`config.mk`:
```
export PLATFORM = sky130hd
export DESIGN_NAME = uart_tx_fifo_flat
export DESIGN_NICKNAME = d
export VERILOG_FILES = /design/src/rtl/uart_tx_fifo_if.sv /design/src/rtl/uart_tx_fifo.sv /design/src/flat_wrapper.sv
export SDC_FILE = /design/constraint.sdc
export NUM_CORES = 1
export LEC_CHECK = 0
export CORE_AREA = 2 2 236 238
export CTS_CLUSTER_DIAMETER = 60
export CTS_CLUSTER_SIZE = 24
export DETAILED_ROUTE_END_ITERATION = 10
export DIE_AREA = 0 0 238 240
export PLACE_DENSITY = 0.68
export SKIP_CTS_REPAIR_TIMING = 1
export SLEW_MARGIN = 20
export SYNTH_ARGS = -nofsm -noshare
export SYNTH_HDL_FRONTEND = slang
export SYNTH_SLANG_ARGS = --single-unit
```
`constraint.sdc`:
```
create_clock -name clk -period 3.8 [get_ports clk]
set_input_delay 0.38 -clock clk [delete_from_list [all_inputs] [get_ports clk]]
set_output_delay 0.38 -clock clk [all_outputs]
set_load 0.01 [all_outputs]
```
`src/rtl/uart_tx_fifo_if.sv`:
```
// Interface bundle for uart_tx_fifo: host write side, status flags and the
// start_tx / tx_start_ack / tx_done handshake towards the UART core.
//   slave  : seen by the FIFO (host/core inputs in, status and request out)
//   master : seen by whatever drives the FIFO (host plus core model)
// Ports (via signals):
//   wr_en_i, wr_data_i, flush_i  host write strobe, data, flush pulse
//   full_o, empty_o, count_o     occupancy flags and entry count
//   overflow_o, busy_o           dropped-write pulse, FSM not idle
//   tx_data_o, start_tx_o        request to core
//   tx_start_ack_i, tx_done_i    core acknowledge and frame completion
interface uart_tx_fifo_if #(
  parameter int unsigned DEPTH  = 16,
  parameter int unsigned DATA_W = 32
);
  localparam int unsigned CNT_W = $clog2(DEPTH) + 1;

  logic              wr_en_i;
  logic [DATA_W-1:0] wr_data_i;
  logic              flush_i;
  logic              full_o;
  logic              empty_o;
  logic [CNT_W-1:0]  count_o;
  logic              overflow_o;
  logic              busy_o;
  logic [DATA_W-1:0] tx_data_o;
  logic              start_tx_o;
  logic              tx_start_ack_i;
  logic              tx_done_i;

  modport slave (
    input  wr_en_i, wr_data_i, flush_i, tx_start_ack_i, tx_done_i,
    output full_o, empty_o, count_o, overflow_o, busy_o, tx_data_o, start_tx_o
  );

  modport master (
    output wr_en_i, wr_data_i, flush_i, tx_start_ack_i, tx_done_i,
    input  full_o, empty_o, count_o, overflow_o, busy_o, tx_data_o, start_tx_o
  );
endinterface

```
`src/rtl/uart_tx_fifo.sv`:
```
// Transmit buffer between the host register block and the UART core.
// Host writes are queued in a DEPTH-entry circular buffer and launched one at
// a time to the core through the start_tx / tx_start_ack / tx_done handshake.
// Ports:
//   clk      system clock, rising edge
//   reset_n  asynchronous active-low reset
//   bus      uart_tx_fifo_if.slave: host write side, status, core handshake
module uart_tx_fifo #(
  parameter int unsigned DEPTH  = 16,
  parameter int unsigned DATA_W = 32
) (
  input  logic           clk,
  input  logic           reset_n,
  uart_tx_fifo_if.slave  bus
);
  localparam int unsigned PTR_W = $clog2(DEPTH);
  localparam int unsigned CNT_W = PTR_W + 1;

  localparam logic [1:0] StIdle     = 2'd0;
  localparam logic [1:0] StReq      = 2'd1;
  localparam logic [1:0] StWaitDone = 2'd2;

  logic [DATA_W-1:0] mem_q [DEPTH];

  logic [PTR_W-1:0]  wr_ptr_q, wr_ptr_d;
  logic [PTR_W-1:0]  rd_ptr_q, rd_ptr_d;
  logic [CNT_W-1:0]  count_q, count_d;
  logic              full_q, empty_q;
  logic              overflow_q, overflow_d;
  logic              busy_q;
  logic              start_q, start_d;
  logic [DATA_W-1:0] tx_data_q, tx_data_d;
  logic [1:0]        state_q, state_d;
  logic              push, pop;

  always_comb begin
    // Full/empty are the registered flags, so a pop in the same cycle never
    // frees a slot for a write that arrives while full.
    push       = bus.wr_en_i && !full_q && !bus.flush_i;
    pop        = (state_q == StReq) && bus.tx_start_ack_i;
    overflow_d = bus.wr_en_i && full_q && !bus.flush_i;

    state_d   = state_q;
    start_d   = start_q;
    tx_data_d = tx_data_q;
    case (state_q)
      StIdle: begin
        if (!empty_q && !bus.flush_i) begin
          tx_data_d = mem_q[rd_ptr_q];
          start_d   = 1'b1;
          state_d   = StReq;
        end
      end
      StReq: begin
        // An ack wins over a same-cycle flush: the core already took the frame.
        if (bus.tx_start_ack_i) begin
          start_d = 1'b0;
          state_d = bus.tx_done_i ? StIdle : StWaitDone;
        end else if (bus.flush_i) begin
          start_d = 1'b0;
          state_d = StIdle;
        end
      end
      StWaitDone: begin
        if (bus.tx_done_i) state_d = StIdle;
      end
      default: begin
        start_d = 1'b0;
        state_d = StIdle;
      end
    endcase

    wr_ptr_d = wr_ptr_q;
    rd_ptr_d = rd_ptr_q;
    count_d  = count_q;
    if (bus.flush_i) begin
      wr_ptr_d = '0;
      rd_ptr_d = '0;
      count_d  = '0;
    end else begin
      if (push) wr_ptr_d = wr_ptr_q + PTR_W'(1);
      if (pop)  rd_ptr_d = rd_ptr_q + PTR_W'(1);
      case ({push, pop})
        2'b10:   count_d = count_q + CNT_W'(1);
        2'b01:   count_d = count_q - CNT_W'(1);
        default: count_d = count_q;
      endcase
    end
  end

  always_ff @(posedge clk or negedge reset_n) begin
    if (!reset_n) begin
      wr_ptr_q   <= '0;
      rd_ptr_q   <= '0;
      count_q    <= '0;
      full_q     <= 1'b0;
      empty_q    <= 1'b1;
      overflow_q <= 1'b0;
      busy_q     <= 1'b0;
      start_q    <= 1'b0;
      tx_data_q  <= '0;
      state_q    <= StIdle;
    end else begin
      wr_ptr_q   <= wr_ptr_d;
      rd_ptr_q   <= rd_ptr_d;
      count_q    <= count_d;
      full_q     <= (count_d == CNT_W'(DEPTH));
      empty_q    <= (count_d == '0);
      overflow_q <= overflow_d;
      busy_q     <= (state_d != StIdle);
      start_q    <= start_d;
      tx_data_q  <= tx_data_d;
      state_q    <= state_d;
    end
  end

  // Storage is deliberately not reset.
  always_ff @(posedge clk) begin
    if (push) mem_q[wr_ptr_q] <= bus.wr_data_i;
  end

  assign bus.full_o     = full_q;
  assign bus.empty_o    = empty_q;
  assign bus.count_o    = count_q;
  assign bus.overflow_o = overflow_q;
  assign bus.busy_o     = busy_q;
  assign bus.start_tx_o = start_q;
  assign bus.tx_data_o  = tx_data_q;
endmodule

```
`src/flat_wrapper.sv`:
```
// flat-port wrapper written by rule: the top's interface ports become plain ports
module uart_tx_fifo_flat 
#(
  parameter int unsigned DEPTH  = 16,
  parameter int unsigned DATA_W = 32
)
  (clk, reset_n, bus_wr_en_i, bus_wr_data_i, bus_flush_i, bus_tx_start_ack_i, bus_tx_done_i, bus_full_o, bus_empty_o, bus_count_o, bus_overflow_o, bus_busy_o, bus_tx_data_o, bus_start_tx_o);
  uart_tx_fifo_if #(.DEPTH(DEPTH), .DATA_W(DATA_W)) bus_i ();
  input  logic clk;
  input  logic reset_n;
  input wire logic [$bits(bus_i.wr_en_i)-1:0] bus_wr_en_i;
  input wire logic [$bits(bus_i.wr_data_i)-1:0] bus_wr_data_i;
  input wire logic [$bits(bus_i.flush_i)-1:0] bus_flush_i;
  input wire logic [$bits(bus_i.tx_start_ack_i)-1:0] bus_tx_start_ack_i;
  input wire logic [$bits(bus_i.tx_done_i)-1:0] bus_tx_done_i;
  output wire logic [$bits(bus_i.full_o)-1:0] bus_full_o;
  output wire logic [$bits(bus_i.empty_o)-1:0] bus_empty_o;
  output wire logic [$bits(bus_i.count_o)-1:0] bus_count_o;
  output wire logic [$bits(bus_i.overflow_o)-1:0] bus_overflow_o;
  output wire logic [$bits(bus_i.busy_o)-1:0] bus_busy_o;
  output wire logic [$bits(bus_i.tx_data_o)-1:0] bus_tx_data_o;
  output wire logic [$bits(bus_i.start_tx_o)-1:0] bus_start_tx_o;
  assign bus_i.wr_en_i = bus_wr_en_i;
  assign bus_i.wr_data_i = bus_wr_data_i;
  assign bus_i.flush_i = bus_flush_i;
  assign bus_i.tx_start_ack_i = bus_tx_start_ack_i;
  assign bus_i.tx_done_i = bus_tx_done_i;
  assign bus_full_o = bus_i.full_o;
  assign bus_empty_o = bus_i.empty_o;
  assign bus_count_o = bus_i.count_o;
  assign bus_overflow_o = bus_i.overflow_o;
  assign bus_busy_o = bus_i.busy_o;
  assign bus_tx_data_o = bus_i.tx_data_o;
  assign bus_start_tx_o = bus_i.start_tx_o;
  uart_tx_fifo #(.DEPTH(DEPTH), .DATA_W(DATA_W)) u_core (.clk(clk), .reset_n(reset_n), .bus(bus_i));
endmodule
```
==> results.md <==
- Status: finished, final reports clean
- Wire length on met2: 22.2 mm
- Die width: 238 um
- Power share of the clock group: 33.3%
- Minimum clock period: 2690 ps
- Final period util: 70.9%
- Switching pwr: 3.09 mW
- Seq pwr share: 55.0%
- Final TNS setup: 0 ps
- Num CTS Buffers: 38
- Total power draw: 13.1 mW
- Worst R2R Start: u_core.rd_ptr_q[0]
- Fin nets: 1,078
- Gr ovfl total: 0
- Top area cells in the synthesized netlist: edfxtp_1 71%, mux4_2 17%, dfrtp_1 5.9%, mux2_2 1.7%, buf_6 0.57%
- Share of the synthesized area in the top cell type: 71.2%
- Fmax: 0.371 GHz
- Max-Cap Viols: 0
- Cell area after layout: 0.0248 mm2
- Critical Path Start: u_core.rd_ptr_q[0]
- Most frequent cells in the layout: 512 x edfxtp_1, 160 x mux4_2, 78 x clkdlybuf4s50_1
- Number of I/O port buffers: 79
- Final setup violating endpoints: 0
- Combinational share of power: 11.7%
- P_leak: 7.67 nW
- Unrepaired setup endpoints after global routing: false
- Root buf cell: clkbuf_16
- Syn Inst Count: 918
- Largest net degree at the start of global routing: 49
- Vias in the first global route: 10,200
- Dpl hpwl: 24.5 mm
- Num ports: 80
- Syn_nets: 963
- Req. time, crit path: 4250 ps
- Critical hold path startpoint: bus_tx_done_i
- Wl on met1: 19.0 mm
- Cell taking the most area after synthesis: edfxtp_1
- Peak VDD IR: 276 uV
- CP max FO: 26
- R2R cell count: 4
- Post-synth EDFFs: 512
- Post-synth top flop: edfxtp_1
- Placed Area: 0.0235 mm2
- CTS tree: built
- Fin util: 45.4%
- Antenna violations before repair: 2
- WL/cell: 25.4 um
- Slew margin rel.: 37.0%
- Worst setup EP type: flop
- Clock Latency Late Sink: 580 ps
- Clock-pin slew on the worst setup and hold paths: 80 ps
- Hold path depth: 2
- Placeable Area: 0.0547 mm2
- Drt drc: 0
- DRT Wirelength: 44.7 mm
- Global-route wire length before repair: 67.5 mm
- Vias per cell: 5.55
- Slew Viols, Final: 0
- First-pass detailed-route iteration total: 7
- Post-route ant nets: 0
- Final GP Congestion: 0.748
- Iter 0 DRT Violations: 932
- Clk buf depth: 3
- Sequential-to-total area share from yosys stat: 77.2%
- Clock skew: 24.8 ps
- Slew of the pin with the lowest slew margin: 945 ps
- Critical path type: reg -> reg
- Share of layout cells above drive strength 1: 30.8%
- Initial Util: 39.5%
- Startpoint Class: flop
- Uppermost layer routed: met5
- Synth cell types: 41
- Internal power: 9.98 mW
- P per Cell Area: 527 mW/mm2
- Post-synth ARST share: 9.22%
- Syn_area_per_cell: 23.5 um2
- Fin. Hold Viols: 0
- Via count: 9,793
- Total Routing Usage GR: 16.1%
- Met3 wire length: 2.53 mm
- Ys Warns: 0
- Commonest non-fill, non-tap cell in the layout: edfxtp_1
- Die Span Y: 240 um
- CTS sink cnt: 564
- Level count of the clock H-tree: 2
- Register bit total from synthesis: 564
- Hold Crit Class: in -> reg
- Arrival time worst endpoint: 3140 ps
- Switch share: 23.7%
- Area Growth Syn to Fin: 15.0%
- Die area: 0.0571 mm2
- Cell area after synthesis: 0.0216 mm2
- # rows: 86
Yosys cell counts (2+ instances only):
| master | n |
|---|---|
| buf_6 | 11 |
| nor2b_1 | 2 |
| clkbuf_1 | 19 |
| nand3_1 | 2 |
| mux2_2 | 32 |
| xor2_1 | 6 |
| a31oi_1 | 2 |
| ha_1 | 7 |
| inv_2 | 2 |
| xnor2_1 | 3 |
| edfxtp_1 | 512 |
| dfrtp_1 | 51 |
| a21oi_1 | 8 |
| nand2_1 | 11 |
| buf_1 | 11 |
| nor2_1 | 29 |
| nor3_1 | 8 |
| inv_1 | 6 |
| nand2b_1 | 4 |
| nand4_1 | 3 |
| mux4_2 | 160 |
| mux2i_1 | 2 |
| o21ai_0 | 3 |
| a211oi_1 | 2 |
| buf_2 | 5 |
| nor4_1 | 2 |
per-stage QoR:
stage          hold WS, ps  setup slack [ps]  instances
2_1_floorplan         84.4               151        918
3_3_place_gp           490               744       1696
3_5_place_dp           495               730       1696
4_1_cts              -17.0              1060       1763
5_1_grt                368               846       1765
6_report               386              1110       1765
sequential cells by signal (all words and copies together) (netlist names):
signal	count
u_core.mem_q	512
u_core.bus.tx_data_o	32
u_core.bus.count_o	5
u_core.rd_ptr_q	4
u_core.wr_ptr_q	4
u_core.state_q	2
u_core.bus.busy_o	1
u_core.bus.empty_o	1
u_core.bus.full_o	1
u_core.bus.overflow_o	1
u_core.bus.start_tx_o	1
power groups by stage:
stage               registers (mW)  clock network (mW)  logic (mW)
finish                        7.20                4.35        1.53
global route                  7.23                4.66        1.65
CTS                           7.20                4.46        1.56
detailed placement            7.34                   0        1.56
global placement              7.33                   0        1.54
floorplan                     7.35                   0       0.793
worst max-delay path, cell delays in order, from the launching register on:
cell and delay (ps):
dfrtp_4 800, buf_4 440, mux4_2 570, mux4_2 470
mux2_2 270
layout make-up:
cell class              count  area (um2)
repair buffers            122        1200
fillers                  4502       29800
inverters                   8        30.0
clock inverters            26         317
diodes                      1        2.50
clock buffers              41         983
flip-flops and latches    564       16700
multi-input cells         299        4730
well taps                 704         881
cells by family (layout without fill, tap and decap cells):
| group | count (synthesis) | in the layout | synth area share, % |
|---|---|---|---|
| simple gates | 68 | 68 | 1.54 |
| buf+inv | 55 | 197 | 1.39 |
| compound gates | 21 | 21 | 0.603 |
| fa+ha+maj | 7 | 7 | 0.406 |
| flops | 564 | 564 | 77.2 |
| other cells | 0 | 1 | 0 |
| mux | 194 | 194 | 18.5 |
| xor+xnor | 9 | 9 | 0.365 |
routing by layer:
metal  vias up  GRT usage (%)
li1       4087              -
met1      5354           21.9
met2       273           26.5
met3        77           3.48
met4         2           4.72
met5         -              0
worst paths after layout:
kind	to	slack (ps)
setup / recovery	u_core.bus.tx_data_o[6]	1110
hold / removal	u_core.state_q[1]	390
setup reg to reg	u_core.bus.tx_data_o[6]	1110
hold reg to reg	u_core.bus.tx_data_o[11]	510
max in group asynchronous	u_core.bus.empty_o	2380
min in group asynchronous	u_core.wr_ptr_q[1]	490
(Power assumes the default switching activity.)
==> variant 1: new RTL, same flow settings <==
Take the reset off `tx_data_q` and load it in a clocked block of its own.
--- a/src/rtl/uart_tx_fifo.sv
+++ b/src/rtl/uart_tx_fifo.sv
@@ -100,3 +100,2 @@
       start_q    <= 1'b0;
-      tx_data_q  <= '0;
       state_q    <= StIdle;
@@ -111,5 +110,8 @@
       start_q    <= start_d;
-      tx_data_q  <= tx_data_d;
       state_q    <= state_d;
     end
+  end
+
+  always_ff @(posedge clk) begin
+    tx_data_q <= tx_data_d;
   end
Check against the original RTL: differs if reset_n is asserted again (counterexample within 4 cycles, from zero or initial values and one cycle with reset_n low); with reset_n held inactive, the same outputs for 4 cycles.
==> variant 1 against the original RTL <==
Sequential power shrank 2%. Global-route usage fell by 0.90 points. Wire length shrank 5.4%. Sequential cell count did not move. Area after synthesis down 1.2%. Setup slack worse by 14 ps. Total power down 5.2%. Cell area decreased by 0.66%. Fmax shrank 0.53%. Critical path type unchanged.
==> variant 1: results (changes against the original RTL) <==
pin count of the biggest net entering global routing: 56 (+14%)
first-pass iteration count of the detailed router: 5 (-2)
sequential logic power: 7.03 mW (-2%)
critical path type: register to register
M2 GR Usage: 0.247 (-0.0175)
Setup crit start: u_core.bus.full_o$_DFF_PN0_
final wirelength: 42300 µm (-5.4%)
via count: 9271 (-5.3%)
Met1 Routed Length: 18200 µm (-4.0%)
Placed Area: 23300 µm² (-0.79%)
vias in the first global route: 9812 (-4.0%)
clk_skew: 24.7 ps (-0.0802 ps)
mux cell area share after synthesis: 0.171 (-0.0134)
adder-cell area share of the yosys netlist: 0.00411 (+0.0000490)
Pwr Total: 12.4 mW (-5.2%)
Post-Synth XOR/XNOR Area: 0.00452 (+0.000865)
GR Util met3: 0.0254 (-0.00941)
Min Clock Period, post-route: 2710 ps (+14.5 ps)
number of inserted diodes: 0 (-1)
Compound-Gate Fraction of Synth Area: 0.00510 (-0.000924)
Peak supply drop: 0.314 mV (+14%)
initial DRC count: 957 (+2.7%)
critical path's top delay family: simple AND/OR/NAND/NOR gates
Gate power share: 0.078 (-0.039)
Hold WC Path Type: input port to asynchronous set/reset pin
met2 routed WL: 20600 µm (-6.9%)
Synth area leaders: edfxtp_1, mux4_2, dfrtp_1
Synth Instances: 878 (-4.4%)
status: completed
FFs w/ async S/R, synth: 0.0355 (-0.0567)
count of cell types in the netlist: 39 (-4.9%)
GRT Resource Usage Total: 0.152 (-0.00905)
Mapped Nets: 923 (-4.2%)
gpl congestion: 0.737 (-1.6%)
static leakage: 7.41 nW (-3.3%)
first-pass GRT wire length: 63400 µm (-6.1%)
port bufs: 79 (unchanged)
GRT met1 Usage: 0.215 (-0.00387)
sequential share of the synthesized area: 0.789 (+0.0168)
share of layout cells above drive strength 1: 0.282 (-0.0255)
Post-synth EDFFs: 544 (+6.3%)
Slew @ Worst Pin: 988 ps (+42.7 ps)
placed insts: 1649 (-2.8%)
slowest library cell on the worst path: dfrtp_1
CP Max Fanout: 7 (-73%)
final net count: 1030 (-4.5%)
Int Power: 9.58 mW (-4.0%)
DR WL met3: 2670 µm (+5.5%)
slowest stage delay, CP: 450 ps (-350 ps)
DP HPWL: 23000 µm (-6.0%)
initial antenna violation count: 1 (-1)
Place WS: 727 ps (-2.66 ps)
Critical Path End: u_core.bus.full_o$_DFF_PN0_
[variant 1: cell type report]
cell class / count / area (µm²)
clock inverter: 29 / 375
inverter: 5 / 18.8
clock buffer: 40 / 958
tap: 704 / 881
sequential: 564 / 16800
fill: 4496 / 30000
multi-input combinational: 266 / 4410
timing repair buffer: 110 / 1170
[variant 1: how the worst min path moves through the flow]
stage | to | slack [ps] | from | cells past startpoint
global placement | u_core.bus.start_tx_o$_DFFE_PN0P_ | 550 | u_core.bus.start_tx_o$_DFFE_PN0P_ | 2
detailed placement | u_core.bus.start_tx_o$_DFFE_PN0P_ | 550 | u_core.bus.start_tx_o$_DFFE_PN0P_ | 2
CTS | u_core.state_q[1]$_DFF_PN0_ | 320 | bus_tx_done_i | 2
finish | u_core.bus.count_o[3]$_DFF_PN0_ | 350 | reset_n | 1
floorplan | u_core.bus.busy_o$_DFF_PN0_ | 80 | reset_n | 0
global route | u_core.state_q[1]$_DFF_PN0_ | 340 | bus_tx_done_i | 2
==> variant 2: new RTL, same flow settings <==
Without the edit above. `DEPTH` is set to 16 in 3 places; all go to 8.
--- a/src/rtl/uart_tx_fifo_if.sv
+++ b/src/rtl/uart_tx_fifo_if.sv
@@ -11,3 +11,3 @@
 interface uart_tx_fifo_if #(
-  parameter int unsigned DEPTH  = 16,
+  parameter int unsigned DEPTH  = 8,
   parameter int unsigned DATA_W = 32
--- a/src/rtl/uart_tx_fifo.sv
+++ b/src/rtl/uart_tx_fifo.sv
@@ -8,3 +8,3 @@
 module uart_tx_fifo #(
-  parameter int unsigned DEPTH  = 16,
+  parameter int unsigned DEPTH  = 8,
   parameter int unsigned DATA_W = 32
--- a/src/flat_wrapper.sv
+++ b/src/flat_wrapper.sv
@@ -3,3 +3,3 @@
 #(
-  parameter int unsigned DEPTH  = 16,
+  parameter int unsigned DEPTH  = 8,
   parameter int unsigned DATA_W = 32
Ports: changed (resized bus_count_o); port bits go from 80 to 79. The function was not compared with the original's and may differ.
==> variant 2 against the original RTL <==
Wire length down 44%. Setup slack lost 9.2 ps. Total power is 43% lower. Sequential cell count shrank 259. Area after synthesis fell by 46%. Fmax is 0.34% lower. Count of clock-buffer cells in the layout down 14. Critical path depth up 5. Sequential power down 44%. Cell area fell by 43%. Critical path type unchanged. Largest power group unchanged.
==> variant 2: results (changes against the original RTL) <==
initial antenna violation count: 1 (-1)
Slew @ Worst Pin: 762 ps (-184 ps)
met2 routed WL: 12400 µm (-44%)
Placed Area: 13400 µm² (-43%)
Hold WC Path Type: input port to asynchronous set/reset pin
via count: 5559 (-43%)
Synth Instances: 575 (-37%)
r2r startpoint: u_core.bus.full_o$_DFF_PN0_
GR Util met3: 0.0179 (-0.0169)
Combinational Power: 1.15 mW (-25%)
Reg area: 8920 µm² (-47%)
DR WL met3: 1530 µm (-39%)
fill count: 5485 (+22%)
Peak supply drop: 0.427 mV (+55%)
Critical Path End: u_core.bus.full_o$_DFF_PN0_
commonest cells in the netlist: edfxtp_1, mux4_2, nor2_1
Clock power frac: 0.314 (-0.019)
FFs w/ async S/R, synth: 0.161 (+0.0685)
Top FF cell, synth: edfxtp_1
buffer share of cell area: 0.0684 (+0.0201)
final net count: 716 (-34%)
Met1 Routed Length: 10500 µm (-45%)
initial DRC count: 545 (-42%)
first-pass GRT wire length: 37700 µm (-44%)
sequential share of the synthesized area: 0.768 (-0.00419)
GRT met1 Usage: 0.116 (-0.103)
status: completed
vias in the first global route: 5915 (-42%)
GRT Resource Usage Total: 0.0879 (-0.0734)
clk sink count: 305 (-46%)
Int Power: 5.60 mW (-44%)
Critical Path AT: 3120 ps (-20 ps)
area of the multi-input gates: 2620 µm² (-45%)
port bufs: 78 (-1.3%)
Post-Layout Cell Count: 1393 (-21%)
Compound-Gate Fraction of Synth Area: 0.0242 (+0.0181)
pin count of the biggest net entering global routing: 65 (+33%)
R2R depth: 9 (+5)
Inverters excl. clock: 5 (-3)
clk_lat worst skew: 530 ps (-50 ps)
DP HPWL: 16400 µm (-33%)
non-clock buffer count: 103 (-16%)
CTS buffer count: 21 (-45%)
CP Max Fanout: 7 (-73%)
Multi-In Gates: 238 (-20%)
M2 GR Usage: 0.150 (-0.115)
adder-cell area share of the yosys netlist: 0.00431 (+0.000256)
Place WS: 636 ps (-93.7 ps)
DR WL/cell: 17.8 µm (-30%)
Mapped Nets: 617 (-36%)
Post-Synth XOR/XNOR Area: 0.00453 (+0.000878)
Peak Freq: 370 MHz (-0.34%)
P_sw: 1.92 mW (-38%)
first-pass iteration count of the detailed router: 4 (-3)
share of layout cells above drive strength 1: 0.205 (-0.103)
Seq/total area: 0.631 (-0.0406)
max reg flops: 256 (-50%)
variant 2: cell types whose count changed after synthesis, sizes merged, moves of 4 or more:
cell    delta
mux2i     +32
buf       -16
clkbuf     -4
mux2      -32
edfxtp   -256
mux4      -96
inv        -4
nor2      +23
nor3       -4
a21oi     +29
variant 2: worst max-delay path: stages, from the launching register on:
cell and delay (ps):
dfrtp_1 450, nor3b_4 450, nor2_1 160, xnor2_1 220
ha_1 200, a21oi_1 50, a21boi_2 170, or4_1 490
a31oi_1 220, o21ba_1 180
variant 2: worst min-delay path by stage:
stage                                   endpoint  slack [ps]  cells past startpoint
6_report       u_core.bus.start_tx_o$_DFFE_PN0P_         400                      2
5_1_grt              u_core.state_q[1]$_DFF_PN0_         390                      2
4_1_cts          u_core.bus.count_o[3]$_DFF_PN0_        -130                      1
3_5_place_dp     u_core.bus.count_o[3]$_DFF_PN0_         440                      1
3_3_place_gp     u_core.bus.count_o[3]$_DFF_PN0_         440                      1
2_1_floorplan        u_core.bus.busy_o$_DFF_PN0_          80                      0
